`config.mk`:
```
export PLATFORM = sky130hd
export DESIGN_NAME = hazard_ctrl
export DESIGN_NICKNAME = d
export VERILOG_FILES = /design/src/rtl/hazard_pkg.sv /design/src/rtl/instr_decode.sv /design/src/rtl/hazard_ctrl.sv
export SDC_FILE = /design/constraint.sdc
export NUM_CORES = 1
export LEC_CHECK = 0
export BUFFER_PORTS_ARGS = -buffer_cell sky130_fd_sc_hd__buf_2
export CAP_MARGIN = 5
export CORE_MARGIN = 5
export CORE_UTILIZATION = 51
export CTS_CLUSTER_SIZE = 40
export DETAILED_ROUTE_END_ITERATION = 10
export PLACE_DENSITY = 0.75
export REMOVE_ABC_BUFFERS = 1
export SYNTH_ARGS = -nofsm -noshare
export SYNTH_HDL_FRONTEND = slang
export SYNTH_HIERARCHICAL = 1
export SYNTH_SLANG_ARGS = --single-unit
```
`constraint.sdc`:
```
create_clock -name clk -period 3.7 [get_ports clk]
set_input_delay 0.37 -clock clk [delete_from_list [all_inputs] [get_ports clk]]
set_output_delay 0.37 -clock clk [all_outputs]
set_load 0.01 [all_outputs]
```
`src/rtl/hazard_pkg.sv`:
```
// Shared definitions for the MIPS hazard/bypass controller: opcodes, enums,
// mux select encodings and the scoreboard entry layout.
package hazard_pkg;

  localparam logic [5:0] OP_RTYPE = 6'h00;
  localparam logic [5:0] OP_JAL   = 6'h03;
  localparam logic [5:0] OP_BEQ   = 6'h04;
  localparam logic [5:0] OP_ORI   = 6'h0D;
  localparam logic [5:0] OP_LUI   = 6'h0F;
  localparam logic [5:0] OP_LW    = 6'h23;
  localparam logic [5:0] OP_SW    = 6'h2B;

  localparam logic [5:0] FN_JR    = 6'h08;
  localparam logic [5:0] FN_MFHI  = 6'h10;
  localparam logic [5:0] FN_MTHI  = 6'h11;
  localparam logic [5:0] FN_MFLO  = 6'h12;
  localparam logic [5:0] FN_MTLO  = 6'h13;
  localparam logic [5:0] FN_MULT  = 6'h18;
  localparam logic [5:0] FN_MULTU = 6'h19;
  localparam logic [5:0] FN_DIV   = 6'h1A;
  localparam logic [5:0] FN_DIVU  = 6'h1B;
  localparam logic [5:0] FN_ADDU  = 6'h21;
  localparam logic [5:0] FN_SUBU  = 6'h23;

  typedef enum logic [1:0] {SRC_ALU, SRC_DM, SRC_PC8} src_e;

  typedef enum logic [3:0] {
    C_NONE, C_ALU, C_LOAD, C_STORE, C_BR, C_JR, C_JAL, C_MD, C_MDMOV
  } iclass_e;

  localparam logic [1:0] TUSE_NEVER = 2'd3;

  localparam logic [2:0] DSEL_RF   = 3'd0;
  localparam logic [2:0] DSEL_PC8E = 3'd1;
  localparam logic [2:0] DSEL_ALUM = 3'd2;
  localparam logic [2:0] DSEL_PC8M = 3'd3;
  localparam logic [2:0] DSEL_WD   = 3'd4;

  localparam logic [2:0] ESEL_REG  = 3'd0;
  localparam logic [2:0] ESEL_ALUM = 3'd1;
  localparam logic [2:0] ESEL_PC8M = 3'd2;
  localparam logic [2:0] ESEL_WD   = 3'd3;

  localparam logic [2:0] MSEL_REG  = 3'd0;
  localparam logic [2:0] MSEL_WD   = 3'd1;

  typedef struct packed {
    logic       valid;
    logic [4:0] dst;
    logic [1:0] tnew;
    src_e       src;
    logic [4:0] rs;
    logic [4:0] rt;
  } sb_entry_t;

  // A write to $0 is architecturally discarded, so it never matches.
  function automatic logic sbHit(input sb_entry_t e, input logic [4:0] r);
    return e.valid && (e.dst == r) && (r != 5'd0);
  endfunction

  function automatic sb_entry_t sbAge(input sb_entry_t e);
    sb_entry_t a;
    a = e;
    if (a.tnew != 2'd0) a.tnew = a.tnew - 2'd1;
    return a;
  endfunction

endpackage

```
`src/rtl/instr_decode.sv`:
```
// Combinational decode of a D-stage instruction into register usage,
// Tuse/Tnew timing, result source and instruction class.
module instr_decode
  import hazard_pkg::*;
(
  input  logic [31:0] ir_i,
  output logic [4:0]  rs_o,
  output logic [4:0]  rt_o,
  output logic [4:0]  dst_o,
  output logic [1:0]  tuse_rs_o,
  output logic [1:0]  tuse_rt_o,
  output logic [1:0]  tnew_o,
  output src_e        src_o,
  output iclass_e     cls_o
);

  logic [5:0] opcode;
  logic [5:0] funct;
  logic [4:0] rsField;
  logic [4:0] rtField;
  logic [4:0] rdField;
  logic       unusedShamt;

  assign opcode      = ir_i[31:26];
  assign rsField     = ir_i[25:21];
  assign rtField     = ir_i[20:16];
  assign rdField     = ir_i[15:11];
  assign funct       = ir_i[5:0];
  assign unusedShamt = ^ir_i[10:6];

  always_comb begin
    dst_o     = 5'd0;
    tuse_rs_o = TUSE_NEVER;
    tuse_rt_o = TUSE_NEVER;
    tnew_o    = 2'd0;
    src_o     = SRC_ALU;
    cls_o     = C_NONE;
    unique case (opcode)
      OP_RTYPE: begin
        dst_o = rdField;
        case (funct)
          FN_ADDU, FN_SUBU: begin
            tuse_rs_o = 2'd1;
            tuse_rt_o = 2'd1;
            tnew_o    = 2'd1;
            cls_o     = C_ALU;
          end
          FN_JR: begin
            tuse_rs_o = 2'd0;
            cls_o     = C_JR;
          end
          FN_MULT, FN_MULTU, FN_DIV, FN_DIVU: begin
            tuse_rs_o = 2'd1;
            tuse_rt_o = 2'd1;
            cls_o     = C_MD;
          end
          FN_MFHI, FN_MFLO: begin
            tnew_o = 2'd1;
            cls_o  = C_MDMOV;
          end
          FN_MTHI, FN_MTLO: begin
            tuse_rs_o = 2'd1;
            cls_o     = C_MDMOV;
          end
          default: ;
        endcase
      end
      OP_ORI, OP_LUI: begin
        dst_o     = rtField;
        tuse_rs_o = 2'd1;
        tnew_o    = 2'd1;
        cls_o     = C_ALU;
      end
      OP_LW: begin
        dst_o     = rtField;
        tuse_rs_o = 2'd1;
        tnew_o    = 2'd2;
        src_o     = SRC_DM;
        cls_o     = C_LOAD;
      end
      OP_SW: begin
        tuse_rs_o = 2'd1;
        tuse_rt_o = 2'd2;
        cls_o     = C_STORE;
      end
      OP_BEQ: begin
        tuse_rs_o = 2'd0;
        tuse_rt_o = 2'd0;
        cls_o     = C_BR;
      end
      OP_JAL: begin
        dst_o = 5'd31;
        src_o = SRC_PC8;
        cls_o = C_JAL;
      end
      default: ;
    endcase
  end

  // Unread source fields are zeroed so they can never trigger a forward downstream.
  assign rs_o = (tuse_rs_o == TUSE_NEVER) ? 5'd0 : rsField;
  assign rt_o = (tuse_rt_o == TUSE_NEVER) ? 5'd0 : rtField;

endmodule

```
`src/rtl/hazard_ctrl.sv`:
```
// Hazard and bypass controller: E/M/W scoreboard, Tuse/Tnew stall logic,
// bypass mux selects and the mult/div busy counter.
module hazard_ctrl
  import hazard_pkg::*;
#(
  parameter int unsigned MULT_CYCLES = 5,
  parameter int unsigned DIV_CYCLES  = 10
)(
  input  logic        clk,
  input  logic        reset,
  input  logic [31:0] ir_d,
  output logic        stall,
  output logic [2:0]  rsd_sel,
  output logic [2:0]  rtd_sel,
  output logic [2:0]  rse_sel,
  output logic [2:0]  rte_sel,
  output logic [2:0]  rtm_sel,
  output logic        md_busy
);

  localparam int unsigned MAX_CYCLES = (MULT_CYCLES > DIV_CYCLES) ? MULT_CYCLES : DIV_CYCLES;
  localparam int CNT_W = $clog2(MAX_CYCLES + 1);

  logic [4:0]  decRs, decRt, decDst;
  logic [1:0]  decTuseRs, decTuseRt, decTnew;
  src_e        decSrc;
  iclass_e     decCls;

  sb_entry_t   stageE_q, stageM_q, stageW_q;
  sb_entry_t   stageE_d, stageM_d, stageW_d;
  logic [CNT_W-1:0] cnt_q, cnt_d;

  logic dataStall, mdStall, isMd, isDiv;
  logic unusedBits;

  instr_decode u_decode (
    .ir_i      (ir_d),
    .rs_o      (decRs),
    .rt_o      (decRt),
    .dst_o     (decDst),
    .tuse_rs_o (decTuseRs),
    .tuse_rt_o (decTuseRt),
    .tnew_o    (decTnew),
    .src_o     (decSrc),
    .cls_o     (decCls)
  );

  // Only the nearest producer matters; W results are always ready.
  function automatic logic srcStall(input logic [4:0] r, input logic [1:0] tuse,
                                    input sb_entry_t e, input sb_entry_t m);
    if (tuse == TUSE_NEVER) return 1'b0;
    if (sbHit(e, r)) return e.tnew > tuse;
    if (sbHit(m, r)) return m.tnew > tuse;
    return 1'b0;
  endfunction

  function automatic logic [2:0] dSel(input logic [4:0] r, input sb_entry_t e,
                                      input sb_entry_t m, input sb_entry_t w);
    if (sbHit(e, r)) return (e.tnew == 2'd0 && e.src == SRC_PC8) ? DSEL_PC8E : DSEL_RF;
    if (sbHit(m, r)) begin
      if (m.tnew != 2'd0) return DSEL_RF;
      if (m.src == SRC_PC8) return DSEL_PC8M;
      if (m.src == SRC_ALU) return DSEL_ALUM;
      return DSEL_RF;
    end
    if (sbHit(w, r)) return DSEL_WD;
    return DSEL_RF;
  endfunction

  function automatic logic [2:0] eSel(input logic [4:0] r, input sb_entry_t m,
                                      input sb_entry_t w);
    if (sbHit(m, r)) begin
      if (m.tnew != 2'd0) return ESEL_REG;
      if (m.src == SRC_PC8) return ESEL_PC8M;
      if (m.src == SRC_ALU) return ESEL_ALUM;
      return ESEL_REG;
    end
    if (sbHit(w, r)) return ESEL_WD;
    return ESEL_REG;
  endfunction

  assign isMd    = (decCls == C_MD);
  assign isDiv   = (ir_d[5:0] == FN_DIV) || (ir_d[5:0] == FN_DIVU);
  assign md_busy = (cnt_q != '0);

  assign dataStall = srcStall(decRs, decTuseRs, stageE_q, stageM_q) |
                     srcStall(decRt, decTuseRt, stageE_q, stageM_q);
  assign mdStall   = (isMd || decCls == C_MDMOV) && md_busy;
  assign stall     = dataStall | mdStall;

  assign rsd_sel = dSel(decRs, stageE_q, stageM_q, stageW_q);
  assign rtd_sel = dSel(decRt, stageE_q, stageM_q, stageW_q);
  assign rse_sel = eSel(stageE_q.rs, stageM_q, stageW_q);
  assign rte_sel = eSel(stageE_q.rt, stageM_q, stageW_q);
  assign rtm_sel = sbHit(stageW_q, stageM_q.rt) ? MSEL_WD : MSEL_REG;

  assign unusedBits = ^{stageM_q.rs, stageW_q.tnew, stageW_q.src, stageW_q.rs, stageW_q.rt};

  // A stalled D stage injects an all-zero bubble so it cannot match or forward.
  always_comb begin
    stageW_d = sbAge(stageM_q);
    stageM_d = sbAge(stageE_q);
    stageE_d = '0;
    if (!stall) begin
      stageE_d = '{valid: 1'b1, dst: decDst, tnew: decTnew, src: decSrc,
                   rs: decRs, rt: decRt};
    end
  end

  always_comb begin
    cnt_d = cnt_q;
    if (isMd && !stall) cnt_d = isDiv ? CNT_W'(DIV_CYCLES) : CNT_W'(MULT_CYCLES);
    else if (cnt_q != '0) cnt_d = cnt_q - CNT_W'(1);
  end

  always_ff @(posedge clk) begin
    if (reset) begin
      stageE_q <= '0;
      stageM_q <= '0;
      stageW_q <= '0;
      cnt_q    <= '0;
    end else begin
      stageE_q <= stageE_d;
      stageM_q <= stageM_d;
      stageW_q <= stageW_d;
      cnt_q    <= cnt_d;
    end
  end

endmodule

```
### Word level (Yosys, flattened, before mapping)

Cells that the tools add are included.

* add/subtract/negate cells: 2
* reductions and logical operators: 50
* equality and inequality tests: 34
* multiplexer cells: 131
* $lt $le $gt $ge: 4
* bitwise operators: 2

Operator list (number)
* $mux 3: 41
* $mux 1: 74
* $eq 5x5->1: 11
* $eq 6x5->1 const B: 8
* $logic_and 1x1->1: 25
* $reduce_bool 5->1: 5
* $eq 6x6->1 const B: 4
* $pmux 4 s6: 1
* $mux 20: 1
* $eq 6x4->1 const B: 3
* $pmux 2 s3: 3
* $pmux 4 s4: 1
* $reduce_or 4->1: 4
* $pmux 5 s3: 1
* $mux 4: 3
* $mux 5: 2
* $eq 2x2->1 const B: 4
* $gt 2x2->1: 4
* $pmux 2 s2: 2
* $reduce_or 8->1: 1
* $eq 6x2->1 const B: 1
* $eq 6x3->1 const B: 1
* $logic_not 6->1: 1
* $reduce_bool 2->1: 3
* other kinds (13): 19

* register bits after elaboration: 45
* input bits: 34
* logic and storage cells: 237
* output and inout port bits: 17

### Depth between registers and ports, before layout

* depth after elaboration: 26
* gate-level depth with buffers: 14
* depth with buffers taken out: 12

### By module

Netlist, hierarchy kept.

Modules (own cells, without submodules)
* hazard_ctrl: cells each 280, times used 1, sequential area each 900.9 um^2, area each 2527.4 um^2
* instr_decode: cells each 75, times used 1, sequential area each 0.0 um^2, area each 524.3 um^2

### Worst setup path after synthesis

No wires, ideal clock.

* path type: input -> register
* from: input port ir_d[1]
* to: register cnt_q[0]
* path slack: -0.095 ns
* stages on the path: 11
* arrival time: 3.674 ns
* data required time: 3.579 ns
* buffers on the path: 1
* setup time: 0.121 ns
* cell sequence: or4b_1 > a211oi_2 > nor3b_4 > nor4b_1 > or4_1 > nor2_1 > nor3_1 > nor3_1 > or4_1 > buf_2 > mux2_4

* longest elaborated chain between the ends: 20
* elaborated cells on any way between the ends: 78
* classes of those cells: order compare (4); eq/ne (19); mux (32); bitwise (2); reduce/logical (21)

Ends and longest elaborated chain
* start, declared: RTL line hazard_ctrl.sv:11 `input logic [31:0] ir_d,`
* $eq 6x5->1 or $eq 6x6->1 (tied branches): RTL line instr_decode.sv:41 `case (funct)`
* $reduce_or 8->1 (no source line)
* $pmux 2 s2 (*): RTL line instr_decode.sv:41
* $pmux 2 s3 (*): RTL line instr_decode.sv:38 `unique case (opcode)`
* $eq 2x2->1 (*): RTL line instr_decode.sv:101 `assign rs_o = (tuse_rs_o == TUSE_NEVER) ? 5'd0 : rsField;`
* $mux 5 (*): RTL line instr_decode.sv:101
* net decRs[2]: RTL line hazard_ctrl.sv:24 `logic [4:0] decRs, decRt, decDst;`
* $eq 5x5->1: RTL line hazard_pkg.sv:58 `return e.valid && (e.dst == r) && (r != 5'd0);`
* [... 5 more ...]
* $mux 1: RTL line hazard_ctrl.sv:54 `return 1'b0;`
* $mux 1 (*): RTL line hazard_ctrl.sv:53 `if (sbHit(m, r)) return m.tnew > tuse;`
* $mux 1 (*): RTL line hazard_ctrl.sv:52 `if (sbHit(e, r)) return e.tnew > tuse;`
* $or 1x1->1 (*): RTL line hazard_ctrl.sv:86 `assign dataStall = srcStall(decRs, decTuseRs, stageE_q, stageM_q) |`
* $or 1x1->1 (*): RTL line hazard_ctrl.sv:89 `assign stall = dataStall | mdStall;`
* $logic_not 1->1 (*): RTL line hazard_ctrl.sv:112 `if (isMd && !stall) cnt_d = isDiv ? CNT_W'(DIV_CYCLES) : CNT_W'(MULT_CYCLES);`
* $logic_and 1x1->1 (*): RTL line hazard_ctrl.sv:112
* $mux 4 or $reduce_bool 2->1 (tied branches)
* end signal, assigned: RTL line hazard_ctrl.sv:126 `cnt_q <= cnt_d;`
* end, declared: RTL line hazard_ctrl.sv:31 `logic [CNT_W-1:0] cnt_q, cnt_d;`

The timed path passes the listed nets; every way through them passes the cells marked *. The select of a mux whose other input is x is not followed.
A chain may end at the register's enable or synchronous reset.

### Final worst setup path

* from: input port ir_d[1]
* to: output port stall

* longest elaborated chain between the ends: 17
* elaborated cells on any way between the ends: 72
* classes of those cells: order compare (4); eq/ne (19); mux (30); bitwise (2); reduce/logical (17)

Ends and longest elaborated chain
* $eq 6x5->1 or $eq 6x6->1 (tied branches): RTL line instr_decode.sv:41
* $reduce_or 8->1 (no source line)
* $pmux 2 s2 (*): RTL line instr_decode.sv:41
* $pmux 2 s3 (*): RTL line instr_decode.sv:38
* net decTuseRs[1]: RTL line hazard_ctrl.sv:25 `logic [1:0] decTuseRs, decTuseRt, decTnew;`
* $eq 2x2->1: RTL line instr_decode.sv:101, hazard_ctrl.sv:51
* $mux 5: RTL line instr_decode.sv:101
* $eq 5x5->1: RTL line hazard_pkg.sv:58
* $logic_and 1x1->1 (2 in a row): RTL line hazard_pkg.sv:58
* $mux 1 (2 in a row): RTL line hazard_ctrl.sv:53
* $mux 1: RTL line hazard_ctrl.sv:52
* $mux 1: RTL line hazard_ctrl.sv:54
* $mux 1: RTL line hazard_ctrl.sv:53
* $mux 1 (*): RTL line hazard_ctrl.sv:52
* $or 1x1->1 (*): RTL line hazard_ctrl.sv:86
* $or 1x1->1 (*): RTL line hazard_ctrl.sv:89
* end, declared: RTL line hazard_ctrl.sv:12 `output logic stall,`

Marked as above.

==> flow_metrics.env <==
export IMPL_outcome="completed"
export IMPL_remaining_drc_errors=0
export IMPL_min_path_cells=3
export IMPL_yosysSeqAreaShare_pct=29.5
export IMPL_wire_per_inst_um=15.1
export IMPL_drt_pass1_iter_count=4
export IMPL_maxSlewHeadroom_pct=46.8
export IMPL_grt_usage_pct=20.2
export IMPL_cts_sinks=45
export IMPL_worstHoldEndpoint="stageE_q[17]$_SDFF_PP0_"
export IMPL_reg2reg_from="stageE_q[13]$_SDFF_PP0_"
export IMPL_vias=2728
export IMPL_clk_latency_ns=0.29
export IMPL_routabilityCongestion=0.851
export IMPL_fill_cells=506
export IMPL_wl_um=7340
export IMPL_slowest_delay_ns=0.53
export IMPL_clkTransAtPathRegs_ns=0.08
export IMPL_synth_main_ff_cell="dfxtp_1"
export IMPL_port_buffers=41
export IMPL_hpwl_um=5760
export IMPL_crit_slowest_cell="or4b_1"
export IMPL_cp_start_kind="primary input"
export IMPL_endpoint_kind="output port"
export IMPL_synth_top_cell_by_area="dfxtp_1"
export IMPL_synth_seq_cells=45
export IMPL_synthArstFlopShare_pct=0
export IMPL_synth_distinct_cells=54
export IMPL_vias_per_cell=5.62
export IMPL_grt_pass1_vias=2640
export IMPL_rrSetupSlack_ns=1.37
export IMPL_htree_num_levels=2
export IMPL_yosysWarnings=6
export IMPL_cp_max_fo=6
export IMPL_dr_first_iter_drc_count=167
export IMPL_grt_max_degree=30
export IMPL_ys_top_cells_by_area="dfxtp_1 30%, xnor2_1 13%, nor2b_1 5.3%, and2_1 4.7%, ha_1 4.1%"
export IMPL_diodes=0
export IMPL_path_common_cell="buf_2"
export IMPL_antenna_found_initial=0
export IMPL_fin_skew_ns=0.00537
export IMPL_r2r_cells=8
export IMPL_critPathKind="primary input to output port"
export IMPL_drv_slew=0
export IMPL_totalNegativeSetupSlack_ns=0
export IMPL_synth_edf_count=0
export IMPL_cap_violations=0
export IMPL_crit_required_ns=3.33
export IMPL_rows=28
export IMPL_finalSetupViolations=0
export IMPL_ant_nets=0
export IMPL_path_buf_inv=3
export IMPL_die_w_um=87.4
export IMPL_final_core_util_pct=62.0
export IMPL_drive_gt1_share_pct=25.1
export IMPL_avgSynthCellArea_um2=8.60
export IMPL_core_region_area_um2=5890
export IMPL_io_pins=51
export IMPL_r2r_end="cnt_q[2]$_SDFFE_PP0P_"
export IMPL_syn_inst=355
export IMPL_area_delta_synth_final_pct=19.6
export IMPL_min_period_ns=3.63
export IMPL_hold_viol=0
export IMPL_fp_dieArea_um2=7630
export IMPL_grt_pass1_wl_um=12400
export IMPL_cts_buffers_inserted=5
export IMPL_rsz0062_at_grt="true"
export IMPL_path_delay_family="simple AND/OR/NAND/NOR gates"
export IMPL_final_nets=453
export IMPL_path_cells="buf_2, or4b_1, a211oi_2, nor3b_4, or3_4, inv_1, ha_1, a22oi_1, o21ai_1, or4_1, o21bai_2, or3_1, buf_2"
export IMPL_period_share_pct=98.1
export IMPL_yosys_area_top_type_share_pct=29.5
export IMPL_root_buffer="clkbuf_8"
export IMPL_overflow=0
export IMPL_initial_core_util_pct=51.8
export IMPL_fp_dieH_um=87.4
export IMPL_ir_drop_uv=143
export IMPL_arrival_ns=3.26
export IMPL_fmaxAchievable_ghz=0.275
export IMPL_p_leak_nw=1.54
export IMPL_tightest_slew_ns=0.796
export IMPL_power_density_nw_per_um2=303
export IMPL_max_clock_path_buffers=2
export IMPL_hp_start="ir_d[14]"
export IMPL_syn_area_um2=3050
export IMPL_hp_class="primary input to register"
export IMPL_cts_tree="yes"
[how the worst max path moves through the flow]
stage | from | to | slack [ns] | depth (start not counted)
global route | ir_d[1] | stall | -0.03 | 13
floorplan | ir_d[1] | stageE_q[1]$_SDFF_PP0_ | -0.44 | 10
finish | ir_d[1] | stall | 0.07 | 13
detailed placement | ir_d[1] | stall | -0.04 | 13
CTS | ir_d[1] | stall | 0.02 | 13
global placement | ir_d[1] | cnt_q[0]$_SDFFE_PP0P_ | 0.02 | 13
[layout by cell type (no fill, tap or decap), drive strengths merged, types with 10 or more instances in the layout]
cell type  netlist  layout
nand4           10      10
nor2b           26      26
and2            25      25
xor2            11      11
nor2            15      15
nand2           12      12
xnor2           45      45
ha              10      10
nor3            15      15
o21ai           10      10
dfxtp           45      45
buf              7      71
[cell usage after synthesis (all sizes together), types with 7 or more instances]
master  instances
or4             9
nor2b          26
clkbuf         20
nor4            9
nand2          12
dfxtp          45
nand4          10
nor4b           7
o21ai          10
inv             7
xor2           11
buf             7
xnor2          45
or3             9
nor2           15
nor3           15
and2           25
ha             10
[final cells by class]
class / count / area [µm²] / share of cell area [%]
inverters: 7 / 26.3 / 0.720
repair buffers: 71 / 443 / 12.1
well taps: 75 / 93.8 / 2.57
clock inverters: 2 / 15.0 / 0.412
flip-flops and latches: 45 / 901 / 24.7
clock buffers: 6 / 72.6 / 1.99
multi-input cells: 279 / 2100 / 57.5
[registers in the layout, summed over array words and instances, names as in the netlist]
name and cells:
stageW_q 6, stageM_q 15, stageE_q 20, cnt_q 4
[layer usage]
layer / global-route usage (%) / vias up / part of all wire (%)
li1: - / 1361 / -
met1: 28.0 / 1276 / 47
met2: 32.9 / 83 / 47
met3: 2.46 / 8 / 5.6
met4: 5.72 / 0 / 1.3
met5: 0 / - / 0
[what timing repair did]
action,CTS,global route
pin swaps,2,3
buffers inserted,0,0
hold endpoints to repair,0,0
gates resized for setup,3,16
hold buffers,0,0
cloned,0,0
endpoints found under the setup margin,1,9
[cell families after synthesis]
family	share of synthesized area, %
buf+inv	5.00
compound gates	10.6
mux	0.820
other cells	0.123
simple gates	33.8
fa+ha+maj	4.10
xor+xnor	16.1
flops	29.5
[report_power, final]
group          internal (W)  total (W)  switching [W]
sequential         0.000508   0.000528      0.0000199
clock              0.000133   0.000296       0.000163
combinational      0.000132   0.000280       0.000148
[worst reg2reg max path: stages (launching register included)]
cell and delay [ns]:
dfxtp_1 0.44, ha_1 0.28, nor2b_1 0.13, a2bb2oi_1 0.13, nor4_2 0.24, a221oi_4 0.08
or4_1 0.59, buf_4 0.17, o31ai_1 0.18
[per-stage QoR]
| step | area, µm² | power [W] | hold WS, ns | setup WS, ns | cells |
|---|---|---|---|---|---|
| after floorplan | 2940 | 0.000708 | 0.418 | -0.439 | 331 |
| after global placement | 3480 | 0.000796 | 0.438 | 0.0168 | 477 |
| after detailed placement | 3480 | 0.000810 | 0.450 | -0.0392 | 477 |
| after CTS | 3580 | 0.00111 | 0.395 | 0.0152 | 485 |
| after global routing | 3650 | 0.00117 | 0.418 | -0.0296 | 485 |
| final | 3650 | 0.00110 | 0.399 | 0.0702 | 485 |
Note: power is estimated with default switching activity, not from simulation.
